==> config.mk <==
export PLATFORM = sky130hd
export DESIGN_NAME = neighbor_table_writer
export DESIGN_NICKNAME = d
export VERILOG_FILES = /design/src/rtl/neighbor_table_writer.sv
export SDC_FILE = /design/constraint.sdc
export NUM_CORES = 1
export LEC_CHECK = 0
export ABC_AREA = 1
export BUFFER_PORTS_ARGS = -buffer_cell sky130_fd_sc_hd__buf_2
export CAP_MARGIN = 20
export CORE_UTILIZATION = 58
export DETAILED_ROUTE_END_ITERATION = 16
export PLACE_DENSITY = 0.95
export SYNTH_ARGS = -nofsm -noshare
export SYNTH_HDL_FRONTEND = slang
export SYNTH_SLANG_ARGS = --single-unit
export TNS_END_PERCENT = 50
==> constraint.sdc <==
create_clock -name clock -period 3.8 [get_ports clock]
set_input_delay 0.19 -clock clock [delete_from_list [all_inputs] [get_ports clock]]
set_output_delay 0.19 -clock clock [all_outputs]
set_load 0.1 [all_outputs]
==> src/rtl/neighbor_table_writer.sv <==
// neighbor_table_writer
//
// Writer side of the neighbour Q-value table held in the shared 16-bit-word,
// byte-addressed node memory. Each accepted update (neighbour ID, 11.5
// fixed-point Q-value) scans the stored IDs. A hit overwrites that entry's
// Q-value. A miss appends ID, Q-value and the incremented count, in that order,
// or drops the update when the table is already full.
//
// Optional build macro KEEP_MIN_EN: on a hit, first read the stored Q-value and
// only overwrite it when the new value is smaller (unsigned); otherwise report
// status 11 (kept) without writing.
//
// Ports:
//   clock       rising-edge clock
//   nrst        asynchronous active-low reset
//   upd_valid   update request valid
//   upd_ready   idle, able to accept an update
//   upd_id      neighbour ID
//   upd_qvalue  Q-value (11.5 fixed point, stored bit-exact)
//   address     registered memory byte address
//   data_in     memory read data for the presented address
//   data_out    registered memory write data
//   wr_en       write strobe, word written at the edge where wr_en=1
//   done        one-cycle completion pulse
//   status      00 updated, 01 appended, 10 full/dropped, 11 kept
module neighbor_table_writer #(
    parameter logic [15:0] CNT_ADDR      = 16'h068A,
    parameter logic [15:0] QV_BASE       = 16'h01C8,
    parameter logic [15:0] ID_BASE       = 16'h0208,
    parameter int unsigned MAX_NEIGHBORS = 32
) (
    input  logic        clock,
    input  logic        nrst,
    input  logic        upd_valid,
    output logic        upd_ready,
    input  logic [15:0] upd_id,
    input  logic [15:0] upd_qvalue,
    output logic [15:0] address,
    input  logic [15:0] data_in,
    output logic [15:0] data_out,
    output logic        wr_en,
    output logic        done,
    output logic [1:0]  status
);

    localparam int unsigned CntW = $clog2(MAX_NEIGHBORS + 1);
    localparam logic [CntW-1:0] MaxCnt = CntW'(MAX_NEIGHBORS);

    typedef enum logic [3:0] {
        StIdle,
        StRdCnt,
        StScan,
        StRdQv,
        StWrQv,
        StAppend,   // doubles as the ID write when the table has room
        StWrNq,
        StWrCnt,
        StDone
    } state_e;

    state_e          state_q, state_d;
    logic [15:0]     id_q, id_d;
    logic [15:0]     qv_q, qv_d;
    logic [CntW-1:0] cnt_q, cnt_d;
    logic [CntW-1:0] idx_q, idx_d;
    logic [15:0]     addr_q, addr_d;
    logic [15:0]     dout_q, dout_d;
    logic [1:0]      status_q, status_d;
    logic [CntW-1:0] cnt_rd;

    // Byte address of entry n in an array of 16-bit words.
    function automatic logic [15:0] slot_addr(input logic [15:0] base,
                                              input logic [CntW-1:0] n);
        return base + {{(15 - CntW){1'b0}}, n, 1'b0};
    endfunction

    always_ff @(posedge clock or negedge nrst) begin
        if (!nrst) begin
            state_q  <= StIdle;
            id_q     <= '0;
            qv_q     <= '0;
            cnt_q    <= '0;
            idx_q    <= '0;
            addr_q   <= CNT_ADDR;
            dout_q   <= '0;
            status_q <= 2'b00;
        end else begin
            state_q  <= state_d;
            id_q     <= id_d;
            qv_q     <= qv_d;
            cnt_q    <= cnt_d;
            idx_q    <= idx_d;
            addr_q   <= addr_d;
            dout_q   <= dout_d;
            status_q <= status_d;
        end
    end

    always_comb begin
        state_d  = state_q;
        id_d     = id_q;
        qv_d     = qv_q;
        cnt_d    = cnt_q;
        idx_d    = idx_q;
        addr_d   = addr_q;
        dout_d   = dout_q;
        status_d = status_q;
        // A corrupted count word larger than the capacity is clamped.
        cnt_rd   = (data_in > 16'(MAX_NEIGHBORS)) ? MaxCnt : data_in[CntW-1:0];

        unique case (state_q)
            StIdle: begin
                if (upd_valid) begin
                    id_d    = upd_id;
                    qv_d    = upd_qvalue;
                    addr_d  = CNT_ADDR;
                    state_d = StRdCnt;
                end
            end
            StRdCnt: begin
                cnt_d  = cnt_rd;
                idx_d  = '0;
                addr_d = ID_BASE;
                if (cnt_rd == '0) begin
                    dout_d  = id_q;
                    state_d = StAppend;
                end else begin
                    state_d = StScan;
                end
            end
            StScan: begin
                if (data_in == id_q) begin
                    addr_d = slot_addr(QV_BASE, idx_q);
`ifdef KEEP_MIN_EN
                    state_d = StRdQv;
`else
                    dout_d  = qv_q;
                    state_d = StWrQv;
`endif
                end else if (idx_q == cnt_q - CntW'(1)) begin
                    addr_d  = slot_addr(ID_BASE, cnt_q);
                    dout_d  = id_q;
                    state_d = StAppend;
                end else begin
                    idx_d  = idx_q + CntW'(1);
                    addr_d = slot_addr(ID_BASE, idx_q + CntW'(1));
                end
            end
            StRdQv: begin
`ifdef KEEP_MIN_EN
                if (qv_q < data_in) begin
                    dout_d  = qv_q;
                    state_d = StWrQv;
                end else begin
                    status_d = 2'b11;
                    state_d  = StDone;
                end
`else
                state_d = StIdle;
`endif
            end
            StWrQv: begin
                status_d = 2'b00;
                state_d  = StDone;
            end
            StAppend: begin
                if (cnt_q == MaxCnt) begin
                    status_d = 2'b10;
                    state_d  = StDone;
                end else begin
                    addr_d  = slot_addr(QV_BASE, cnt_q);
                    dout_d  = qv_q;
                    state_d = StWrNq;
                end
            end
            StWrNq: begin
                addr_d  = CNT_ADDR;
                dout_d  = 16'(cnt_q) + 16'd1;
                state_d = StWrCnt;
            end
            StWrCnt: begin
                status_d = 2'b01;
                state_d  = StDone;
            end
            StDone: begin
                state_d = StIdle;
            end
            default: begin
                state_d = StIdle;
            end
        endcase
    end

    // Decoded from the state register, so the strobe falls with reset at once.
    assign wr_en = (state_q == StWrQv) || (state_q == StWrNq) || (state_q == StWrCnt) ||
                   ((state_q == StAppend) && (cnt_q != MaxCnt));

    assign upd_ready = (state_q == StIdle);
    assign done      = (state_q == StDone);
    assign address   = addr_q;
    assign data_out  = dout_q;
    assign status    = status_q;

endmodule

# After elaboration in Yosys (flattened, before gate mapping)
# Index checks and enable logic that the tools add are counted.
op_classes:
  mux: 22
  reduce_logical: 17
  order_cmp: 1
  addsub: 7
  n_eq_ne: 18
ops:
  columns: ["operator", "n"]
  rows:
  - ["16-bit 2-to-1 mux", 6]
  - ["16-bit case mux with 5 select lines", 1]
  - ["16-bit case mux with 4 select lines", 1]
  - ["4-bit case mux with 6 select lines", 1]
  - ["10-bit by 7-bit adder with 11-bit output, first input constant", 2]
  - ["11-bit 2-to-1 mux", 2]
  - ["9-bit by 7-bit adder with 10-bit output, first input constant", 2]
  - ["6-bit 2-to-1 mux", 3]
  - ["16-bit equality test", 1]
  - ["4-bit by 3-bit equality test with 1-bit output, second input constant", 4]
  - ["16-bit by 6-bit greater-than comparator with 1-bit output, second input constant", 1]
  - ["4-bit 2-to-1 mux", 4]
  - ["2-bit != test, second input constant", 6]
  - ["6-bit case mux with 2 select lines", 1]
  - ["6-bit by 1-bit adder with 7-bit output, second input constant", 1]
  - ["6-bit by 1-bit adder with 6-bit output, second input constant", 1]
  - ["6-bit equality test", 1]
  - ["6-bit equality test, second input constant", 1]
  - ["6-bit logical NOT", 1]
  - ["6-bit != test, second input constant", 1]
  - ["2-bit case mux with 3 select lines", 1]
  - ["2-bit AND reduction", 3]
  - ["3-bit AND reduction", 2]
  - ["6-bit by 1-bit subtractor with 6-bit output, second input constant", 1]
  - ["other kinds (15)", 17]
word_totals:
  reg_bits: 82
  word_cells: 73
  out_inout_bits: 37

# Longest topological paths before layout
# Gate-level depths: netlist of the first run.
logic_depth:
  depth_word: 5
  mapped_depth: 19
  depth_no_buf: 19

# Worst setup path after synthesis of the first run
# Ideal clock, no wire load.
synth_timing:
  path_type: "register to register"
  start: "reg state_q[3]"
  end: "reg id_q[10]"
  period_less_slack_ps: 3052
  arrival_ps: 2975
  slack_ps: 748
  stages_incl_launch_ff: 8
  cell_sequence: "dfrtp_1 nor2_2 nand2_1 nor2_1 nand2_1 buf_1 clkbuf_1 a21oi_1"
synth_between:
  elab_chain_len: 2
synth_rtl:
  columns: ["item", "line_no", "text"]
  rows:
  - ["from (decl)", "61", "state_e state_q, state_d;"]
  - ["from (signal assigned)", "79", "state_q <= StIdle;"]
  - ["from (signal assigned)", "88", "state_q <= state_d;"]
  - ["4-bit logical NOT", null, null]
  - ["net upd_ready", "35", "output logic upd_ready,"]
  - ["2-bit AND reduction (no source line)", null, null]
  - ["to (signal assigned)", "89", "id_q <= id_d;"]
  - ["to (decl)", "62", "logic [15:0] id_q, id_d;"]
# The timed path passes the listed nets, and every way through them passes these cells.
# A chain may end at the register's enable or synchronous reset.

# Worst setup path in the final report of the first run
layout_timing:
  start: "reg cnt_q[0]"
  end: "reg dout_q[8] (netlist: data_out[8])"
layout_between:
  elab_chain_len: 4
  word_cells_on_any_way: 6
  cone_classes: "add/sub: 1; eq/ne: 4; reduce/logical: 1"
layout_rtl:
  columns: ["item", "line_no", "text"]
  rows:
  - ["from (decl)", "64", "logic [CntW-1:0] cnt_q, cnt_d;"]
  - ["from (signal assigned)", "91", "cnt_q <= cnt_d;"]
  - ["6-bit by 1-bit subtractor with 6-bit output", "140", "end else if (idx_q == cnt_q - CntW'(1)) begin"]
  - ["6-bit equality test", "140", null]
  - ["3-bit != test (no source line)", null, null]
  - ["4-bit AND reduction (no source line) (*)", null, null]
  - ["to (signal assigned)", "94", "dout_q <= dout_d;"]
  - ["to (decl)", "67", "logic [15:0] dout_q, dout_d;"]
# Every way passes the cells marked *; elsewhere a longest branch is shown, timed or not.

==> impl_metrics.ini, run 1 <==
[status]
outcome = complete, but fails checks
violations = negative hold slack

[timing]
fin_crit_sh_pct = 66.7
hold_viol_final = 39
max_clock_freq_mhz = 395
grt_setup_unrepaired = false
clock_skew_ps = 9.44
worst_slack_ps = 1270
finalSetupTns_ps = 0
maxSlewHeadroom_pct = 36.6
final.min_clock_period_ps = 2530
holdWs_ps = -34.5
final_max_slew_viol_count = 0
max_slew.worst_pin.slew_ps = 950
setup_violations = 0

[clock_network]
htree_levels = 3
postCtsHoldBufs = 0
cts_tree = done
clkSinkCount = 76
clock_tree.root_cell = clkbuf_8
cts_buffers = 9
cts_resized = 0
clk_path_buf_depth = 2
worstSkewPairLatency_ps = 370
cts.clk_slew.worst_paths_ps = 90
cts_setup_buffers = 0

[placed_design]
io_buffer_count = 81
dpl.hpwl_mm = 8.58
gp_congestion = 0.906
place_ws_ps = 1340

[hold_path]
hold_class = input port to asynchronous set/reset pin

[worst_setup_path]
slowest_stage = dfrtp_1
critPathMaxFanout = 17
arrival_ps = 2840
max_stage_delay_ps = 490
crit_type = flip-flop to flip-flop
crit_top_cell = nand2_1
r2r_slack_ps = 1270
crit_family = simple AND/OR/NAND/NOR gates
worstPathRequired_ps = 4100
critPathCaptureType = flip-flop
path_cells = inv_2 > ha_1 > xnor2_1 > nor2_1 > nand2_1 > nor2_4 > nand2_4 > inv_2 > nor2_4 > inv_4 > nand3_4 > inv_4 > nand2_1 > nand2_1
cp_num_buf_inv = 4
crit_path_start_kind = flip-flop

[detailed_routing]
vias_per_cell = 5.64
drt-pass1-iter-count = 5
drtIter0Drc = 298
drc_errors = 0
postRouteAntennaNets = 0
wl_per_cell_um = 15.9
vias = 4150
wirelength_mm = 11.7

[cells_and_area]
nets = 690
drive_above_1_share_pct = 23.4
synthToLayoutAreaGrowth_pct = 15.2

[pwr]
p_per_area_mw_per_mm2 = 984
p_total_uw = 4910
p_leak_uw = 0.00264
ir_worst_vdd_v = 0.000976

[die]
row_count = 31
die_h_um = 88.4
design.portCount = 88
start_util_pct = 60.0
dieArea_mm2 = 0.00781
core_area_mm2 = 0.00721
dieWidth_um = 88.4

[grt]
grt-ovfl-total = 0
grt_pass1_wl_mm = 19.3
antenna_found_initial = 1
grt_pass1_vias = 4137
grt_max_degree = 77
track_usage_pct = 33.3

[logic_synthesis]
yosysWarningCount = 0
synth_top_area_cell = dfrtp_1
synth_cells = 549
yosysTopAreaCellShare_pct = 41.0
synth-seq-cells = 76
synth-async-reset-ratio_pct = 100
muxShareOfSynthArea_pct = 5.72
synth_area_mm2 = 0.00433
synth-edff-count = 0
synth.area.top_cells = dfrtp_1 (41%), nand2_1 (14%), mux2_2 (5.7%), nand3_1 (5.5%), nor2_1 (5.1%)
synth_compound_area_share_pct = 7.37
synth_top_family_by_area = simple AND/OR/NAND/NOR gates
synth.most_common_cell = nand2_1
synth-adder-area-share_pct = 2.31
avgSynthCellArea_um2 = 7.89
ys.flop_type = dfrtp_1
synth_commonest_cells = nand2_1 (160), dfrtp_1 (71), nor2_1 (59)
post_synth_xor_area_fraction_pct = 4.05
yosys.area_share.simple_pct = 29.2
synthDistinctLibCells = 39
ys_seq_area_share_pct = 44.1

[run]
maxCapViolations = 0
## state kept, by name, indices dropped and copies added, names as in the netlist
name	cells
qv_q	16
state_q	4
data_out	16
idx_q	6
status	2
address	10
cnt_q	6
id_q	16
## final timing paths
| path | startpoint | endpoint | depth (start not counted) |
|---|---|---|---|
| setup / recovery | cnt_q[0] | data_out[8] | 14 |
| hold / removal | nrst | address[6] | 1 |
| setup reg to reg | cnt_q[0] | data_out[8] | 14 |
| hold reg to reg | address[5] | address[5] | 2 |
| max in group asynchronous | nrst | qv_q[12] | 1 |
| min in group clock | upd_qvalue[5] | qv_q[5] | 2 |
## stage by stage
| step | cell area (um^2) | std cells | utilization, % |
|---|---|---|---|
| 2_1_floorplan | 4350 | 554 | - |
| 3_3_place_gp | 4780 | 719 | 66.2 |
| 3_5_place_dp | 4780 | 719 | 66.2 |
| 4_1_cts | 4980 | 735 | 69.1 |
| 5_1_grt | 4990 | 736 | 69.1 |
| 6_report | 4990 | 736 | 69.1 |
## power by group
group | total, uW | internal (uW) | switching [uW]
registers | 1430 | 1180 | 252
clock network | 656 | 313 | 342
logic | 2820 | 635 | 2190
total | 4910 | 2130 | 2780
## cell type report
type,count,area (um^2)
Timing Repair Buffer,82,415
Inverter,53,204
Tap cell,99,124
Antenna cell,1,2.50
Multi-Input combinational cell,409,2130
Clock inverter,7,82.6
Sequential cell,76,1910
Clock buffer,9,124
Fill cell,583,2230
## placed cells by master, fill, tap and decap left out, types with 3 or more instances in the layout
cell / count
nand2_1: 160
buf_2: 80
dfrtp_1: 71
nor2_1: 59
nand3_1: 48
inv_1: 45
o21ai_0: 27
a21oi_1: 24
mux2_2: 22
xor2_1: 17
clkbuf_8: 9
ha_1: 8
inv_2: 6
conb_1: 6
nand2_2: 5
dfstp_2: 5
nor3_1: 4
nor2_2: 3
nor2_4: 3
xnor2_1: 3
nand4_1: 3
o211ai_1: 3
o22ai_1: 3
## metal layers
layer / wire length, um / vias to the layer above / GRT usage (%)
li1: - / 1921 / -
met1: 4430 / 1971 / 39.3
met2: 5960 / 214 / 56.2
met3: 830 / 44 / 7.46
met4: 473 / 0 / 18.9
met5: 0 / - / 0
## kinds of logic after synthesis
group | Yosys count
AOI/OAI and AO/OA | 60
xor gates and xnor gates | 20
adders and majority gates | 8
buffers and inverters | 69
DFF | 76
muxes | 22
other | 1
and+or+nand+nor | 293
## worst reg2reg max path, cell delays in order (launching register included)
cell and delay [ps]:
dfrtp_1 490, inv_2 110, ha_1 350, xnor2_1 130, nor2_1 100, nand2_1 100, nor2_4 170, nand2_4 110
inv_2 80, nor2_4 60, inv_4 100, nand3_4 220, inv_4 260, nand2_1 110, nand2_1 70
No activity file was read; power rests on OpenSTA's default activity.
==> run 2, diff against run 1 <==
--- a/config.mk
+++ b/config.mk
@@ -5,12 +5,12 @@
 export SDC_FILE = /design/constraint.sdc
 export NUM_CORES = 1
 export LEC_CHECK = 0
-export ABC_AREA = 1
+export ABC_AREA = 0
 export BUFFER_PORTS_ARGS = -buffer_cell sky130_fd_sc_hd__buf_2
 export CAP_MARGIN = 20
-export CORE_UTILIZATION = 58
+export CORE_UTILIZATION = 55
 export DETAILED_ROUTE_END_ITERATION = 16
-export PLACE_DENSITY = 0.95
+export PLACE_DENSITY = 0.91
 export SYNTH_ARGS = -nofsm -noshare
 export SYNTH_HDL_FRONTEND = slang
 export SYNTH_SLANG_ARGS = --single-unit
==> constraint.sdc (replaced) <==
create_clock -name clock -period 2.5 [get_ports clock]
set_input_delay 0.125 -clock clock [delete_from_list [all_inputs] [get_ports clock]]
set_output_delay 0.125 -clock clock [all_outputs]
set_load 0.1 [all_outputs]
==> run 2 against run 1 <==
The flow finishes with violations (negative setup slack). Worst setup slack got worse by 1300 ps. Die area increased by 2.5%. Critical endpoint is now address[4]. Highest routed layer unchanged. Largest power group unchanged. Count of clock-buffer cells in the layout grew 2.
==> impl_metrics.ini, run 2 <==
[status]
outcome = complete, but fails checks
violations = negative setup slack

[logic_synthesis]
ys.flop_type = dfrtp_1
synth_top_area_cell = dfrtp_1
yosysWarningCount = 0
avgSynthCellArea_um2 = 10.2
synth.most_common_cell = dfrtp_1
synth_commonest_cells = dfrtp_1 (71), nand2_1 (43), mux2_2 (34)
synthDistinctLibCells = 55
synth_cells = 414
ys_seq_area_share_pct = 45.3
synth_area_mm2 = 0.00421
synth-async-reset-ratio_pct = 100
synth.area.top_cells = dfrtp_1 (42%), mux2_2 (9.1%), xnor2_1 (5.6%), nand2_1 (3.8%), dfstp_2 (3.1%)
synth-edff-count = 0
yosysTopAreaCellShare_pct = 42.2
synth-seq-cells = 76

[worst_setup_path]
worstPathRequired_ps = 2740
crit_family = simple AND/OR/NAND/NOR gates
crit_path_start_kind = flip-flop
critPathCaptureType = flip-flop
arrival_ps = 2750
slowest_stage = dfrtp_2
crit_type = flip-flop to flip-flop
path_cells = or3_4 > nor3_4 > xnor2_2 > and3_4 > o31a_1 > ha_1 > mux2i_1 > o21ai_1 > a22o_1
cp_num_buf_inv = 0
critPathMaxFanout = 4
max_stage_delay_ps = 450

[cells_and_area]
fin_area_mm2 = 0.00537
nets = 594
mostFrequentLayoutCells = buf_2 (81), dfrtp_1 (69), nand2_1 (42), buf_4 (39), mux2_2 (34)
drive_above_1_share_pct = 38.4
finalNonFillerCells = 639
final_core_util_pct = 73.3
layout_commonest_cell = buf_2
synthToLayoutAreaGrowth_pct = 27.6

[pwr]
ir_worst_vdd_v = 0.000861
p_leak_uw = 0.00242
p_per_area_mw_per_mm2 = 1350

[detailed_routing]
drc_errors = 0
wl_per_cell_um = 19.0
wirelength_mm = 12.1
drt-pass1-iter-count = 5
met2_length_mm = 5.90
wl_met3_um = 989
vias_per_cell = 6.12
maxUsedRoutingLayer = met4
postRouteAntennaNets = 0
wl_met1_mm = 4.83
vias = 3912
drtIter0Drc = 320

[timing]
finalSetupTns_ps = -15.8
final.min_clock_period_ps = 2520
hold_viol_final = 0
fin_crit_sh_pct = 101
setup_violations = 1
worst_slack_ps = -15.8
clock_skew_ps = 12.3
max_clock_freq_mhz = 397
holdWs_ps = 2.96
maxSlewHeadroom_pct = 61.3
grt_setup_unrepaired = true
max_slew.worst_pin.slew_ps = 581
final_max_slew_viol_count = 0

[placed_design]
dp_cells = 603
io_buffer_count = 81
dpl.hpwl_mm = 8.36
postPlaceCellArea_mm2 = 0.00492
gp_congestion = 0.948

[clock_network]
cts_buffers = 9
clkSinkCount = 76
clk_path_buf_depth = 2
cts_tree = done
worstSkewPairLatency_ps = 350
cts.clk_slew.worst_paths_ps = 90
htree_levels = 3
clock_tree.root_cell = clkbuf_8

[grt]
track_usage_pct = 31.5
grt_pass1_vias = 3617
grt_pass1_wl_mm = 18.6
grt_max_degree = 34
antenna_found_initial = 1
grt-ovfl-total = 0

[die]
start_util_pct = 57.4
design.portCount = 88
dieArea_mm2 = 0.00801
die_h_um = 89.5
core_area_mm2 = 0.00733
dieWidth_um = 89.5
row_count = 31

[run]
maxCapViolations = 0

[hold_path]
hold_class = input port to flip-flop
-- run 2: changes by cell type in the layout (fill, tap and decap cells not counted), sizes merged, moves of 9 or more --
| cell | previous run | this run |
|---|---|---|
| a21oi | 24 | 15 |
| a22oi | 0 | 11 |
| buf | 82 | 124 |
| dlygate4sd3 | 0 | 10 |
| inv | 56 | 9 |
| mux2 | 22 | 36 |
| nand2 | 166 | 43 |
| nand3 | 50 | 7 |
| nor2 | 65 | 27 |
| xnor2 | 3 | 27 |
-- run 2: cell type report --
| class | count | area [um^2] |
|---|---|---|
| multi-input cells | 307 | 2260 |
| fillers | 479 | 1960 |
| flip-flops and latches | 76 | 1910 |
| repair buffers | 134 | 870 |
| clock buffers | 11 | 151 |
| well taps | 99 | 124 |
| clock inverters | 4 | 32.5 |
| inverters | 7 | 26.3 |
| diodes | 1 | 2.50 |
-- run 2: metrics by stage --
| stage | total power (uW) | worst slack [ps] |
|---|---|---|
| 2_1_floorplan | 5330 | -74.1 |
| 3_3_place_gp | 6060 | 21.9 |
| 3_5_place_dp | 6210 | -28.0 |
| 4_1_cts | 7150 | 0.689 |
| 5_1_grt | 7570 | -80.5 |
| 6_report | 7240 | -15.8 |
-- run 2: kinds of logic after synthesis --
logic type      count (synthesis)  synth area share, %
flops                          76                 45.3
simple gates                  128                 15.1
other cells                     1               0.0891
fa+ha+maj                       8                 2.38
buf+inv                        36                 4.31
compound gates                 86                 14.0
mux                            42                 11.1
xor+xnor                       37                 7.70
-- run 2: report_power, final --
group          switching [uW]  internal [uW]
registers                 462           1780
logic                    2840           1260
clock network             482            417
total                    3780           3460
-- run 2: path summary, 6_finish.rpt --
check,start,to,slack [ps],cells after the start
min in group asynchronous,nrst,id_q[12],300,2
worst min register to register,address[9],address[9],470,2
max in group asynchronous,nrst,address[3],1440,3
worst min-delay path,upd_qvalue[4],qv_q[4],3,2
worst max-delay path,cnt_q[0],address[4],-20,9
worst max register to register,cnt_q[0],address[4],-20,9
-- run 2: what timing repair did --
item	in CTS	in global routing
setup endpoints to repair	8	19
endpoints found under the hold margin	30	3
gates resized for setup	6	14
buffers inserted	3	7
hold buffers	7	3
pin swaps	1	6
-- run 2: metal layers --
metal,track usage [%],up-vias
li1,-,1724
met1,42.0,1884
met2,51.2,257
met3,5.63,47
met4,12.7,0
met5,0,-
